==> config.mk <==
export PLATFORM = sky130hd
export DESIGN_NAME = ps2_kbd_poller
export DESIGN_NICKNAME = d
export VERILOG_FILES = /design/src/rtl/ps2_kbd_poller.sv
export SDC_FILE = /design/constraint.sdc
export NUM_CORES = 1
export LEC_CHECK = 0
export ABC_AREA = 1
export BUFFER_PORTS_ARGS = -buffer_cell sky130_fd_sc_hd__buf_2
export CELL_PAD_IN_SITES_DETAIL_PLACEMENT = 1
export CELL_PAD_IN_SITES_GLOBAL_PLACEMENT = 1
export CORE_MARGIN = 4
export CORE_UTILIZATION = 37
export DETAILED_ROUTE_END_ITERATION = 6
export GPL_TIMING_DRIVEN = 0
export PLACE_DENSITY_LB_ADDON = 0.1
export SYNTH_ARGS = -nofsm -noshare
export SYNTH_HDL_FRONTEND = slang
export SYNTH_SLANG_ARGS = --single-unit
==> constraint.sdc <==
create_clock -name clock -period 1.75 [get_ports clock]
set_input_delay 0 -clock clock [delete_from_list [all_inputs] [get_ports clock]]
set_output_delay 0 -clock clock [all_outputs]
set_load 0.05 [all_outputs]
==> src/rtl/ps2_kbd_poller.sv <==
// APB master that polls the PS/2 keyboard slave, assembles E0/F0-prefixed scan codes
// into key events and queues them in a small FIFO. Optional macro: PS2_POLL_TIMEOUT_EN.
module ps2_kbd_poller #(
    parameter logic [31:0] PS2_ADDR      = 32'h1001_1000,
    parameter int          POLL_INTERVAL = 64,
    parameter int          EVT_DEPTH     = 8,
    parameter int          TIMEOUT       = 256
) (
    input  logic                           clock,
    input  logic                           reset_n,
    input  logic                           enable,
    output logic [31:0]                    m_paddr,
    output logic                           m_psel,
    output logic                           m_penable,
    output logic                           m_pwrite,
    output logic [31:0]                    m_pwdata,
    output logic [3:0]                     m_pstrb,
    output logic [2:0]                     m_pprot,
    input  logic                           m_pready,
    input  logic [31:0]                    m_prdata,
    input  logic                           m_pslverr,
    output logic                           evt_valid,
    input  logic                           evt_ready,
    output logic [9:0]                     evt_data,
    output logic [$clog2(EVT_DEPTH+1)-1:0] evt_count,
    output logic                           err_flag,
    input  logic                           err_clr,
    output logic [1:0]                     dbg_apb_state,
    output logic [1:0]                     dbg_parse_state
);

    localparam int CW = $clog2(EVT_DEPTH + 1);
    localparam int PW = $clog2(EVT_DEPTH);
    localparam int TW = $clog2(POLL_INTERVAL + 1);

    typedef enum logic [1:0] {
        A_IDLE   = 2'd0,
        A_SETUP  = 2'd1,
        A_ACCESS = 2'd2
    } apb_state_t;

    typedef enum logic [1:0] {
        P_IDLE = 2'd0,
        P_E0   = 2'd1,
        P_F0   = 2'd2,
        P_E0F0 = 2'd3
    } parse_state_t;

    apb_state_t   r_apb_state;
    apb_state_t   w_apb_next;
    parse_state_t r_parse_state;
    parse_state_t w_parse_next;

    logic [TW-1:0] r_timer;
    logic          r_push_pend;
    logic [9:0]    r_push_data;
    logic [9:0]    r_mem [EVT_DEPTH];
    logic [PW-1:0] r_wr_ptr;
    logic [PW-1:0] r_rd_ptr;
    logic [CW-1:0] r_count;
    logic          r_err_flag;

    logic       w_done;
    logic       w_abort;
    logic       w_start;
    logic       w_room;
    logic       w_accept;
    logic       w_pop;
    logic       w_push_req;
    logic [9:0] w_push_evt;
    logic [7:0] w_byte;
    logic [23:0] w_unused_prdata;

    assign w_byte          = m_prdata[7:0];
    assign w_unused_prdata = m_prdata[31:8];
    assign w_done          = (r_apb_state == A_ACCESS) && m_pready;
    assign w_accept        = w_done && !m_pslverr && (w_byte != 8'h00);
    // A pending push counts as occupied so an in-flight event always has a slot.
    assign w_room          = (32'(r_count) + 32'(r_push_pend)) < 32'(EVT_DEPTH);
    assign w_start         = (r_apb_state == A_IDLE) && enable && (r_timer == '0) && w_room;
    assign w_pop           = (r_count != '0) && evt_ready;

`ifdef PS2_POLL_TIMEOUT_EN
    localparam int OW = $clog2(TIMEOUT + 1);
    logic [OW-1:0] r_to_cnt;

    always_ff @(posedge clock) begin
        if (!reset_n) begin
            r_to_cnt <= '0;
        end else if (r_apb_state != A_ACCESS) begin
            r_to_cnt <= '0;
        end else if (!m_pready) begin
            r_to_cnt <= r_to_cnt + OW'(1);
        end
    end

    assign w_abort = (r_apb_state == A_ACCESS) && !m_pready && (r_to_cnt == OW'(TIMEOUT - 1));
`else
    logic w_unused_timeout;
    assign w_unused_timeout = (TIMEOUT > 0);
    assign w_abort          = 1'b0;
`endif

    always_ff @(posedge clock) begin
        if (!reset_n) begin
            r_apb_state   <= A_IDLE;
            r_parse_state <= P_IDLE;
        end else begin
            r_apb_state   <= w_apb_next;
            r_parse_state <= w_parse_next;
        end
    end

    always_comb begin
        w_apb_next = r_apb_state;
        case (r_apb_state)
            A_IDLE:   if (w_start) w_apb_next = A_SETUP;
            A_SETUP:  w_apb_next = A_ACCESS;
            A_ACCESS: if (m_pready || w_abort) w_apb_next = A_IDLE;
            default:  w_apb_next = A_IDLE;
        endcase
    end

    always_comb begin
        w_parse_next = r_parse_state;
        w_push_req   = 1'b0;
        w_push_evt   = {2'b00, w_byte};
        if (w_abort) begin
            w_parse_next = P_IDLE;
        end else if (w_accept) begin
            case (r_parse_state)
                P_IDLE: begin
                    if (w_byte == 8'hE0) w_parse_next = P_E0;
                    else if (w_byte == 8'hF0) w_parse_next = P_F0;
                    else if (w_byte != 8'hE1) w_push_req = 1'b1;
                end
                P_E0: begin
                    if (w_byte == 8'hF0) begin
                        w_parse_next = P_E0F0;
                    end else if (w_byte != 8'hE0) begin
                        w_push_req   = 1'b1;
                        w_push_evt   = {2'b01, w_byte};
                        w_parse_next = P_IDLE;
                    end
                end
                P_F0: begin
                    w_parse_next = P_IDLE;
                    w_push_req   = (w_byte != 8'hE0) && (w_byte != 8'hF0);
                    w_push_evt   = {2'b10, w_byte};
                end
                default: begin
                    w_parse_next = P_IDLE;
                    w_push_req   = (w_byte != 8'hE0) && (w_byte != 8'hF0);
                    w_push_evt   = {2'b11, w_byte};
                end
            endcase
        end
    end

    // The timer is loaded one short because the cycle it reads zero is itself idle.
    always_ff @(posedge clock) begin
        if (!reset_n) begin
            r_timer <= '0;
        end else if ((w_done && (m_pslverr || (w_byte == 8'h00))) || w_abort) begin
            r_timer <= TW'(POLL_INTERVAL - 1);
        end else if ((r_apb_state == A_IDLE) && (r_timer != '0)) begin
            r_timer <= r_timer - TW'(1);
        end
    end

    always_ff @(posedge clock) begin
        if (!reset_n) begin
            r_push_pend <= 1'b0;
            r_push_data <= '0;
        end else begin
            r_push_pend <= w_push_req;
            r_push_data <= w_push_evt;
        end
    end

    always_ff @(posedge clock) begin
        if (r_push_pend) r_mem[r_wr_ptr] <= r_push_data;
    end

    always_ff @(posedge clock) begin
        if (!reset_n) begin
            r_wr_ptr <= '0;
            r_rd_ptr <= '0;
            r_count  <= '0;
        end else begin
            if (r_push_pend) r_wr_ptr <= r_wr_ptr + PW'(1);
            if (w_pop) r_rd_ptr <= r_rd_ptr + PW'(1);
            if (r_push_pend && !w_pop) r_count <= r_count + CW'(1);
            else if (!r_push_pend && w_pop) r_count <= r_count - CW'(1);
        end
    end

    always_ff @(posedge clock) begin
        if (!reset_n) begin
            r_err_flag <= 1'b0;
        end else if ((w_done && m_pslverr) || w_abort) begin
            r_err_flag <= 1'b1;
        end else if (err_clr) begin
            r_err_flag <= 1'b0;
        end
    end

    assign m_paddr         = PS2_ADDR;
    assign m_psel          = (r_apb_state != A_IDLE);
    assign m_penable       = (r_apb_state == A_ACCESS);
    assign m_pwrite        = 1'b0;
    assign m_pwdata        = '0;
    assign m_pstrb         = '0;
    assign m_pprot         = '0;
    assign evt_valid       = (r_count != '0);
    assign evt_data        = r_mem[r_rd_ptr];
    assign evt_count       = r_count;
    assign err_flag        = r_err_flag;
    assign dbg_apb_state   = r_apb_state;
    assign dbg_parse_state = r_parse_state;

endmodule

; Yosys cells after proc, flatten, opt, wreduce, memory -nomap -nowiden
; Memories as Yosys holds them, arrays and structs flattened. A register that Yosys moved wholly into a read port is not among the register bits.
; Cells that the tools add are included.
[word_totals]
reg_bits = 33
mem_bits_rw = 80
inputBits = 39
wordCells = 93
memories = 1
[classes]
addsub = 6
n_lt_le_gt_ge = 1
eq_ne = 13
n_mux = 28
n_bitwise = 1
n_reduce_logical = 32
[memory_table]
columns = memory, depth, word_bits, read_ports, rd_clocked_by_memory_dff, wr, line
row1 = r_mem, 8, 10, 1, 1, 1, 57  ; logic [9:0] r_mem [EVT_DEPTH];
[ops]
columns = cell, n
row1 = $pmux 10 s3, 1
row2 = $ne 8x8->1 const B, 3
row3 = $mux 9, 2
row4 = $eq 8x8->1 const B, 2
row5 = $logic_and 1x1->1, 13
row6 = $mux 2, 6
row7 = $mux 6, 2
row8 = $mux 1, 9
row9 = $logic_not 8->1, 1
row10 = $mux 4, 2
row11 = $mux 8, 1
row12 = $reduce_bool 2->1, 4
row13 = $reduce_bool 8->1, 1
row14 = $logic_not 7->1, 1
row15 = $reduce_bool 7->1, 1
row16 = $sub 7x1->7 const B, 1
row17 = $add 3x1->3 const B, 2
row18 = $mux 3, 2
row19 = $ne 3x3->1 const B, 2
row20 = $pmux 2 s3, 1
row21 = $add 4x1->5, 1
row22 = $lt 5x4->1 const B, 1
row23 = $add 4x1->4 const B, 1
row24 = $eq 2x1->1 const B, 2
row25 = other kinds (14), 19

; Logic depth before layout (Yosys ltp)
; Gate-level depths: netlist (run 1).
[logic_depth]
ltp_word = 6
ltp_mapped = 12

; Worst setup path before layout (run 1)
; No wires, ideal clock.
[synth_timing]
path_kind = register to register
from = register r_count[1] (netlist: evt_count[1])
to = register r_count[3] (netlist: evt_count[3])
setup_ns = 0.071
arrival_time_ns = 2.556
setup_slack_ns = -0.877
path_stages_with_launch = 13
period_less_slack_ns = 2.627
path_cell_list = dfxtp_1 inv_1 nand4_1 nand2_1 ha_1 inv_1 ha_1 nand2_1 nand2_1 nor2_1 xnor2_1 nand2_1 a21oi_1
[synth_via]
elab_chain_len = 5
word_cells_on_any_way = 10
classes_between = 2 x add/sub / 2 x mux / 6 x reduce/logical
[synth_lines]
columns = element, line
row1 = start: declaration, 60  ; logic [CW-1:0] r_count;
row2 = start signal: assignment, 193  ; if (r_push_pend && !w_pop) r_count <= r_count + CW'(1);
row3 = start signal: assignment, 194  ; else if (!r_push_pend && w_pop) r_count <= r_count - CW'(1);
row4 = $reduce_bool 4->1 (*), n/a
row5 = net evt_valid, 22  ; output logic evt_valid,
row6 = $logic_and 1x1->1 (*), 81  ; assign w_pop = (r_count != '0) && evt_ready;
row7 = $logic_not 1->1, 193
row8 = $logic_and 1x1->1, 193
row9 = $mux 4 / $reduce_bool 2->1 (equally long branches), n/a
; Mark *: on every way through the listed nets, which the timed path passes. The rest lies on a longest branch. The select of a mux whose other input is x is not followed.
; A chain may end at the register's enable or synchronous reset.

==> results of run 1 <==
-- cell usage after synthesis, types with 3 or more instances --
master    number
a21oi_1       13
a31oi_1       11
buf_2          6
buf_4         72
clkbuf_1       8
dfxtp_1       36
edfxtp_1      80
ha_1           6
inv_1         46
nand2_1       52
nand3_1       10
nand4_1        3
nor2_1        99
nor2_2         3
nor2_4         3
nor3_1         5
o21ai_0       51
o22ai_1       10
-- through the flow --
step / setup WS [ns] / utilization, % / cells
2_1_floorplan: -0.579 / - / 613
3_3_place_gp: -0.375 / 43.2 / 829
3_5_place_dp: -0.406 / 43.2 / 829
4_1_cts: -0.0905 / 50.2 / 885
5_1_grt: -0.150 / 50.9 / 888
6_report: -0.0713 / 50.9 / 888
-- registers in the layout, summed over array words and instances, names as in the netlist, 2 cells and up, named ones only --
register,count
evt_count,4
dbg_parse_state,2
dbg_apb_state,2
r_wr_ptr,3
r_push_data,10
r_rd_ptr,3
r_timer,7
r_mem,80
-- area by class of cell --
class	count	area (um2)	share of cell area [%]
clock inverter	14	163	2.27
buffer	89	693	9.69
multi-input combinational	359	1820	25.5
clock buffer	18	429	6.00
sequential	116	3140	43.9
tap	180	225	3.15
inverter	49	194	2.71
timing repair buffer	63	484	6.77
-- power groups by stage --
| stage | combinational (mW) | clock (mW) | sequential [mW] |
|---|---|---|---|
| 2_1_floorplan | 2.69 | 0 | 3.48 |
| 3_3_place_gp | 3.57 | 0 | 3.35 |
| 3_5_place_dp | 3.67 | 0 | 3.36 |
| 4_1_cts | 4.21 | 3.52 | 3.30 |
| 5_1_grt | 4.79 | 3.67 | 3.34 |
| 6_report | 4.43 | 3.48 | 3.32 |
-- logic make-up (layout without fill, tap and decap cells) --
kind of cell	Yosys count	in the layout	synth area share (%)
compound gates	92	92	9.64
flops	116	116	58.3
xor+xnor	4	4	0.654
other cells	2	72	0.140
buf+inv	138	233	14.9
simple gates	184	184	14.6
fa+ha+maj	7	7	1.77
-- per-layer routing --
| layer | share of wire, % | vias to the layer above | wire, um |
|---|---|---|---|
| met5 | 0 | - | 0 |
| met4 | 0.95 | 0 | 130 |
| met3 | 4.5 | 10 | 619 |
| met2 | 54 | 87 | 7330 |
| met1 | 41 | 1942 | 5620 |
| li1 | - | 1980 | - |
-- worst paths after layout --
kind | slack, ns | to
min reg2reg | 0.44 | r_timer[6]$_SDFFE_PP0P_
min | 0.06 | evt_count[1]$_SDFFE_PN0P_
max | -0.07 | evt_data[8]
max reg2reg | -0.06 | evt_count[3]$_SDFFE_PN0P_
-- worst max-delay path: cells and delay by family (launching register included) --
family                 cells  cell delay (ns)
flip-flops                 1             0.40
AND/OR/NAND/NOR            2             0.13
AO/OA/AOI/OAI              2             0.40
buffers and inverters      3             0.45
-- timing repair --
item	in CTS	in global routing
resized for setup	63	20
gates cloned	1	2
hold buffers	14	0
pin swaps	13	17
hold endpoints to repair	13	0
endpoints found under the setup margin	82	12
buffers inserted	9	1
==> impl_metrics.csv, run 1 <==
group,metric,value,unit
hold_path,min_from,"evt_ready",
synth,synthDistinctLibCells,38,
routing,ant_nets,0,
grt,antenna_found_initial,0,
setup_path,arrival,1.82,ns
sta,slew_violations,0,
sta,holdWs,0.0642,ns
power_and_ir_drop,peakVddDrop,0.826,mV
clock_tree,clkSlewWorstSetupHoldPaths,0.06,ns
floorplan,dieWidth,128,um
sta,fin_ws,-0.0713,ns
power_and_ir_drop,share_comb_of_total_power,39.5,%
sta,tightest_slew,0.666,ns
grt,grt_use_met3,4.23,%
hold_path,hp-class,"input port to flip-flop",
synth,yosysWarnings,0,
floorplan,die_area,16500,um2
clock_tree,cts_max_level,4,
sta,skew,0.0122,ns
floorplan,core-area,14000,um2
routing,drt-total-wl,13700,um
synth,synthesis.area,5360,um2
clock_tree,clk_path_buf_depth,2,
sta,fin_crit_sh,104,%
hold_path,holdPathStages,4,
cells_and_area,num_antenna_cells,0,
synth,synth_flop_cell,"edfxtp_1",
setup_path,crit_required,1.75,ns
clock_tree,clock-sinks,116,
cells_and_area,final_common_cell,"buf_4",
power_and_ir_drop,power_frac_clock,31.0,%
placement,port_buffers,36,
setup_path,cp-end-kind,"output pin",
routing,vias,4019,
sta,hold_viol,0,
synth,synth.largest_area_cell,"edfxtp_1",
outcome,violations,"setup timing",
routing,drc,0,
synth,postSynthAreaPerCell,9.87,um2
power_and_ir_drop,p_leak,3.08,nW
floorplan,pin_count,133,
synth,synth_area_leaders,"edfxtp_1, dfxtp_1, buf_4",
placement,placement.cell_area,6070,um2
grt,grt_overflow,0,
setup_path,critPathLaunchType,"flip-flop",
outcome,status,"finished with violations",
setup_path,crit_chain,"inv_6 -> buf_8 -> nor2_1 -> o22ai_1 -> nor2_1 -> a31oi_1 -> buf_4",
placement,gp_congestion,0.783,
sta,clock.fmax,549,MHz
cells_and_area,layout_common_cells,"buf_4, nor2_1, edfxtp_1",
sta,tns,-0.299,ns
synth,ys_seq_area_share,58.3,%
sta,setup_violations,7,
routing,drt-initial-drc-count,243,
sta,max_slew_margin,55.5,%
grt,grt.met1_usage,20.0,%
sta,period_minus_slack,1.82,ns
floorplan,die_h,128,um
clock_tree,cts_tree,"done",
power_and_ir_drop,power,11.2,mW
power_and_ir_drop,intPower,6.90,mW
job,cap_violations,0,
routing,first_pass_iters,4,
clock_tree,clock_latency,0.42,ns
routing,wl_per_cell,15.4,um
floorplan,start_util,38.2,%
power_and_ir_drop,p_sw,4.32,mW
setup_path,regToRegStartpoint,"evt_count[2]$_SDFFE_PN0P_",
power_and_ir_drop,pwr-share-seq,29.6,%
placement,place_hpwl,9210,um
cells_and_area,drive_above_1_share,30.4,%
synth,synth_top_area_share,44.8,%
clock_tree,cts_buffers,17,
synth,synthArstFlopShare,0,%
grt,grt_pass1_vias,4245,
setup_path,path_common_cell,"nor2_1",
setup_path,critPathMaxFanout,6,
power_and_ir_drop,swShare,38.5,%
clock_tree,cts-root-buf,"clkbuf_16",
setup_path,slowest_delay,0.40,ns
cells_and_area,fin_nets,741,
setup_path,slowest_stage,"dfxtp_4",
synth,synth-seq-cells,116,
cells_and_area,syn_to_final_growth,33.5,%
grt,grtUsageMet2,30.9,%
synth,synth-edff-count,80,
grt,grt_usage,17.2,%
floorplan,rows,43,
setup_path,r2r_cells,12,
sta,rsz0062_at_grt,"true",
synth,synthCells,543,
grt,grt_pass1_wl,21500,um
setup_path,crit_type,"flip-flop to output pin",
cells_and_area,fillers,1606,
cells_and_area,final_area,7150,um2
power_and_ir_drop,p_per_area,1570,nW/um2
grt,grt_max_degree,17,
grt,grt.busiest_layer,"met2",
routing,viasPerCell,4.53,
Power figures use the tool's default switching activity.
==> run 2, diff against run 1 <==
--- a/config.mk
+++ b/config.mk
@@ -9,8 +9,9 @@
 export BUFFER_PORTS_ARGS = -buffer_cell sky130_fd_sc_hd__buf_2
 export CELL_PAD_IN_SITES_DETAIL_PLACEMENT = 1
 export CELL_PAD_IN_SITES_GLOBAL_PLACEMENT = 1
-export CORE_MARGIN = 4
+export CORE_MARGIN = 1
 export CORE_UTILIZATION = 37
+export CTS_CLUSTER_DIAMETER = 80
 export DETAILED_ROUTE_END_ITERATION = 6
 export GPL_TIMING_DRIVEN = 0
 export PLACE_DENSITY_LB_ADDON = 0.1
==> run 2 against run 1 <==
Compared with the run above:
- the flow still finishes with violations (setup timing)
- global-route usage rose by 1.3 points
- final cell count fell by 0.11%
- cell area rose by 1.1%
- setup slack improved by 0.0099 ns
- via count fell by 0.67%
- non-clock buffer count fell by 1
- count of clock-buffer cells in the layout rose by 6
- clock skew fell by 0.0041 ns
- utilization rose by 0.75 points
- critical path depth rose by 5
- sequential power barely moved
- fmax rose by 0.55%
- critical path type is now flip-flop to flip-flop
==> impl_metrics.csv, run 2 (synthesized netlist as in run 1, its figures left out) <==
group,metric,value,unit
outcome,status,"finished with violations",
outcome,violations,"setup timing",
floorplan,die_h,122,um
routing,drt-initial-drc-count,256,
power_and_ir_drop,power,10.9,mW
clock_tree,clk_path_buf_depth,2,
clock_tree,clock_latency,0.41,ns
floorplan,rows,43,
cells_and_area,top_regs,"r_mem: 80 flops, r_push_data: 10 flops, r_timer: 7 flops",
sta,fin_crit_sh,104,%
grt,antenna_found_initial,0,
routing,vias,3992,
floorplan,start_util,38.3,%
cells_and_area,drive_above_1_share,34.2,%
power_and_ir_drop,p_per_area,1510,nW/um2
setup_path,critPathLaunchType,"flip-flop",
grt,grt_usage,18.5,%
sta,rsz0062_at_grt,"true",
sta,fin_ws,-0.0614,ns
routing,first_pass_iters,4,
hold_path,min_from,"evt_ready",
grt,grt_pass1_wl,20300,um
hold_path,holdPathStages,4,
setup_path,slowest_stage,"dfxtp_4",
routing,drc,0,
sta,skew,0.00805,ns
floorplan,pin_count,133,
cells_and_area,fin_nets,740,
cells_and_area,num_antenna_cells,0,
power_and_ir_drop,peakVddDrop,0.718,mV
placement,gp_congestion,0.831,
setup_path,arrival,2.14,ns
clock_tree,clkSlewWorstSetupHoldPaths,0.05,ns
setup_path,r2r_cells,12,
grt,grt_max_degree,17,
grt,grt_pass1_vias,4008,
sta,clock.fmax,552,MHz
routing,ant_nets,0,
placement,port_buffers,36,
routing,wl_per_cell,14.9,um
cells_and_area,largest_reg_flops,80,
cells_and_area,layout_common_cells,"buf_4, edfxtp_1, nor2_1",
sta,setup_violations,7,
hold_path,hp-class,"input port to flip-flop",
clock_tree,cts_buffers,17,
floorplan,core-area,14000,um2
placement,place_hpwl,8980,um
floorplan,dieWidth,122,um
setup_path,cp-end-kind,"flip-flop",
setup_path,crit_type,"flip-flop to flip-flop",
sta,tightest_slew,0.669,ns
floorplan,die_area,15000,um2
setup_path,critPathMaxFanout,5,
routing,viasPerCell,4.50,
setup_path,r2r-end,"evt_count[3]$_SDFFE_PN0P_",
clock_tree,cts_max_level,4,
sta,period_minus_slack,1.81,ns
setup_path,crit_chain,"inv_4 -> nand4_1 -> nand2_2 -> ha_4 -> inv_4 -> ha_4 -> nand2_4 -> nor2_4 -> nor2_2 -> xnor2_1 -> nand2_1 -> a21oi_1",
sta,max_slew_margin,55.4,%
cells_and_area,syn_to_final_growth,35.0,%
cells_and_area,largest-register,"r_mem",
sta,holdWs,0.0668,ns
cells_and_area,final_common_cell,"buf_4",
routing,drt-total-wl,13200,um
clock_tree,cts-root-buf,"clkbuf_16",
sta,slew_violations,0,
clock_tree,clock-sinks,116,
job,cap_violations,0,
sta,hold_viol,0,
hold_path,hold_path_end,"evt_count[1]$_SDFFE_PN0P_",
clock_tree,cts_tree,"done",
grt,grt_overflow,0,
setup_path,crit_required,2.08,ns
setup_path,regToRegStartpoint,"evt_count[0]$_SDFFE_PN0P_",
setup_path,rrSetupSlack,-0.06,ns
power_and_ir_drop,p_leak,3.09,nW
setup_path,slowest_delay,0.36,ns
==> run 2: power by group <==
| group | leakage, nW | internal (mW) | switching [mW] |
|---|---|---|---|
| registers | 1.02 | 3.13 | 0.214 |
| logic | 1.83 | 1.74 | 2.97 |
| clock network | 0.244 | 1.77 | 1.11 |
| total | 3.09 | 6.64 | 4.29 |
==> run 2: stage by stage <==
step	cells	setup WS, ns	area [um2]	setup TNS, ns	util [%]
after global routing	887	-0.180	7230	-0.972	51.7
after CTS	879	-0.0923	6930	-2.54	49.5
after global placement	829	-0.360	6070	-14.18	43.4
final	887	-0.0614	7230	-0.137	51.7
after detailed placement	829	-0.422	6070	-16.58	43.4
after floorplan	613	-0.579	5660	-1.71	-
==> run 2: worst max-delay path by stage <==
stage                           endpoint  slack, ns  cells past startpoint                      start
2_1_floorplan  evt_count[3]$_SDFFE_PN0P_      -0.58                     12  evt_count[2]$_SDFFE_PN0P_
3_3_place_gp       r_mem[4][0]$_DFFE_PP_      -0.36                      3     r_push_pend$_SDFF_PN0_
3_5_place_dp       r_mem[4][0]$_DFFE_PP_      -0.42                      3     r_push_pend$_SDFF_PN0_
4_1_cts                      evt_data[5]      -0.09                      7                  flip-flop
5_1_grt        evt_count[3]$_SDFFE_PN0P_      -0.18                     12  evt_count[0]$_SDFFE_PN0P_
6_report       evt_count[3]$_SDFFE_PN0P_      -0.06                     12  evt_count[0]$_SDFFE_PN0P_
==> run 2: area by class of cell <==
class	count	area, um2
timing repair buffer	62	494
tap	180	225
clock inverter	8	37.5
inverter	49	199
multi-input combinational	359	1970
fill	1590	6760
buffer	89	711
clock buffer	24	452
sequential	116	3150
==> run 2: critical path, delay by kind of cell (launching register included) <==
family                     cells  cell delay (ns)
DFF                            1             0.36
adders and majority gates      2             0.44
AOI/OAI and AO/OA              1             0.10
buffers and inverters          2             0.11
and+or+nand+nor                6             0.53
xor gates and xnor gates       1             0.17
==> run 2: timing repair <==
action | in CTS | in global routing
pin swaps | 11 | 38
hold buffers | 13 | 0
endpoints found under the setup margin | 92 | 53
endpoints found under the hold margin | 13 | 0
setup buffers | 1 | 8
gates cloned | 4 | 0
gates resized for setup | 68 | 87
==> run 2: metal layers <==
metal	up-vias	wire [um]	GRT usage [%]
li1	1977	-	-
met1	1899	5340	21.2
met2	100	7010	33.5
met3	16	654	3.90
met4	0	208	7.47
met5	-	0	0
==> run 3, diff against run 2 <==
--- a/config.mk
+++ b/config.mk
@@ -9,8 +9,7 @@
 export BUFFER_PORTS_ARGS = -buffer_cell sky130_fd_sc_hd__buf_2
 export CELL_PAD_IN_SITES_DETAIL_PLACEMENT = 1
 export CELL_PAD_IN_SITES_GLOBAL_PLACEMENT = 1
-export CORE_MARGIN = 1
-export CORE_UTILIZATION = 37
+export CORE_UTILIZATION = 25
 export CTS_CLUSTER_DIAMETER = 80
 export DETAILED_ROUTE_END_ITERATION = 6
 export GPL_TIMING_DRIVEN = 0
==> constraint.sdc (replaced) <==
create_clock -name clock -period 1.5 [get_ports clock]
set_input_delay 0 -clock clock [delete_from_list [all_inputs] [get_ports clock]]
set_output_delay 0 -clock clock [all_outputs]
set_load 0.05 [all_outputs]
==> run 3 against run 2 <==
Compared with the run above:
- the flow still finishes with violations (setup timing)
- flip-flop and latch count is the same
- clock skew is essentially flat
- fmax grew 1.3%
- final cell count grew 13%
- setup slack lost 0.23 ns
- first-iteration DRC count shrank 43%
- sequential share of layout area shrank 3.1 points
- count of clock-buffer cells in the layout shrank 3
- total power grew 28%
- hold slack lost 0.0037 ns
- highest routed layer unchanged
==> impl_metrics.csv, run 3 (synthesized netlist as in run 1, its figures left out) <==
group,metric,value,unit
setup_path,cp-startpoint,"evt_count[0]$_SDFFE_PN0P_",
sta,max_slew_margin,59.8,%
clock_tree,clk_path_buf_depth,2,
sta,clock.fmax,559,MHz
power_and_ir_drop,p_leak,3.25,nW
routing,drt-total-wl,14300,um
clock_tree,cts_buffers,17,
sta,tightest_slew,0.603,ns
grt,grt_pass1_wl,22600,um
sta,period_minus_slack,1.79,ns
grt,antenna_found_initial,0,
floorplan,die_area,22000,um2
routing,viasPerCell,4.06,
floorplan,start_util,25.5,%
setup_path,r2r_cells,12,
placement,place_hpwl,9620,um
clock_tree,cts-root-buf,"clkbuf_16",
setup_path,crit_type,"flip-flop to flip-flop",
cells_and_area,drive_above_1_share,39.8,%
clock_tree,clock-sinks,116,
cells_and_area,largest_reg_flops,80,
cells_and_area,top_regs,"r_mem: 80 flops, r_push_data: 10 flops, r_timer: 7 flops",
grt,grt_max_degree,17,
job,cap_violations,0,
clock_tree,clkSlewWorstSetupHoldPaths,0.05,ns
sta,setup_violations,13,
cells_and_area,multi_input_area,2100,um2
sta,fin_crit_sh,119,%
setup_path,critPathMaxFanout,3,
setup_path,crit_end,"evt_count[3]$_SDFFE_PN0P_",
setup_path,critPathLaunchType,"flip-flop",
cells_and_area,ff_latch_area,3150,um2
routing,ant_nets,0,
cells_and_area,fin_nets,756,
hold_path,hp-class,"input port to flip-flop",
floorplan,dieWidth,148,um
sta,hold_viol,0,
power_and_ir_drop,power_frac_clock,29.6,%
sta,fin_ws,-0.288,ns
cells_and_area,final_core_util,37.1,%
setup_path,cp-end-kind,"flip-flop",
power_and_ir_drop,swShare,38.0,%
clock_tree,cts_tree,"done",
cells_and_area,largest-register,"r_mem",
placement,port_buffers,36,
routing,drc,0,
setup_path,arrival,2.12,ns
sta,rsz0062_at_grt,"true",
floorplan,core-area,21000,um2
sta,skew,0.00851,ns
sta,slew_violations,0,
clock_tree,cts_max_level,4,
clock_tree,clock_latency,0.42,ns
outcome,status,"finished with violations",
setup_path,rrSetupSlack,-0.29,ns
routing,vias,4054,
sta,tns,-2.91,ns
grt,grt_usage,13.9,%
routing,drt-initial-drc-count,146,
floorplan,pin_count,133,
grt,grt_pass1_vias,4087,
grt,grt_overflow,0,
routing,wl_per_cell,14.3,um
setup_path,regToRegStartpoint,"evt_count[0]$_SDFFE_PN0P_",
setup_path,crit_required,1.83,ns
power_and_ir_drop,p_per_area,1790,nW/um2
power_and_ir_drop,pwr-share-seq,27.8,%
cells_and_area,fillers,2362,
power_and_ir_drop,p_sw,5.31,mW
cells_and_area,final_common_cell,"buf_4",
power_and_ir_drop,peakVddDrop,1.31,mV
floorplan,rows,53,
cells_and_area,num_antenna_cells,0,
power_and_ir_drop,intPower,8.66,mW
cells_and_area,layout_common_cells,"buf_4, edfxtp_1, nor2_1, conb_1, nand2_1",
cells_and_area,syn_to_final_growth,45.5,%
outcome,violations,"setup timing",
routing,first_pass_iters,4,
setup_path,r2r-end,"evt_count[3]$_SDFFE_PN0P_",
floorplan,die_h,148,um
power_and_ir_drop,share_comb_of_total_power,42.5,%
placement,gp_congestion,0.750,
run 3: power by group through the flow:
stage / Sequential (mW) / Combinational (mW) / Clock [mW]
6_report: 3.89 / 5.94 / 4.14
5_1_grt: 3.91 / 6.42 / 4.38
4_1_cts: 3.87 / 5.57 / 4.25
3_5_place_dp: 3.93 / 4.46 / 0
3_3_place_gp: 3.92 / 4.39 / 0
2_1_floorplan: 4.06 / 3.25 / 0
run 3: what timing repair did:
| item | in CTS | in global routing |
|---|---|---|
| gates cloned | 3 | 0 |
| pin swaps | 31 | 34 |
| setup buffers | 23 | 7 |
| gates resized for setup | 108 | 66 |
| endpoints found under the hold margin | 13 | 0 |
| hold buffers | 13 | 0 |
| setup endpoints to repair | 94 | 98 |
run 3: worst min-delay path by stage:
stage | startpoint | end | cells after the start
after floorplan | m_prdata[0] | r_push_data[0]$_SDFF_PN0_ | 2
after global placement | m_prdata[6] | r_push_data[6]$_SDFF_PN0_ | 3
after detailed placement | m_prdata[6] | r_push_data[6]$_SDFF_PN0_ | 3
after CTS | evt_ready | evt_count[1]$_SDFFE_PN0P_ | 4
after global routing | evt_ready | evt_count[1]$_SDFFE_PN0P_ | 4
final | evt_ready | evt_count[1]$_SDFFE_PN0P_ | 4
run 3: final cells by class:
class                           instances  area share (%)
Buffer                                 89            9.00
Clock buffer                           21            5.65
Clock inverter                         11            2.07
Inverter                               49            2.55
Multi-Input combinational cell        359            26.9
Sequential cell                       116            40.4
Tap cell                              275            4.41
Timing Repair Buffer                   78            8.99
run 3: layer usage:
metal	wire length (um)	track usage (%)
met5	0	0
met4	189	3.76
met3	524	3.59
met2	7390	23.8
met1	6190	17.1
run 3: critical path: stages (launching register included):
cell and delay, ns:
dfxtp_4 0.35, inv_4 0.06, nand4_1 0.14, nand2_2 0.14
ha_4 0.16, inv_4 0.05, ha_4 0.28, nand2_2 0.05
nor2_2 0.09, nor2_1 0.05, xnor2_1 0.14, nand2_1 0.07
a21oi_1 0.12
run 3: per-stage QoR:
step	hold WS (ns)	worst slack [ns]	area, um2	power [mW]	std cells
2_1_floorplan	0.0935	-0.829	5740	7.31	613
4_1_cts	0.0433	-0.295	7570	13.7	995
6_report	0.0631	-0.288	7800	14.0	998
3_3_place_gp	0.224	-0.420	6270	8.31	924
5_1_grt	0.0858	-0.398	7800	14.7	998
3_5_place_dp	0.241	-0.412	6270	8.39	924
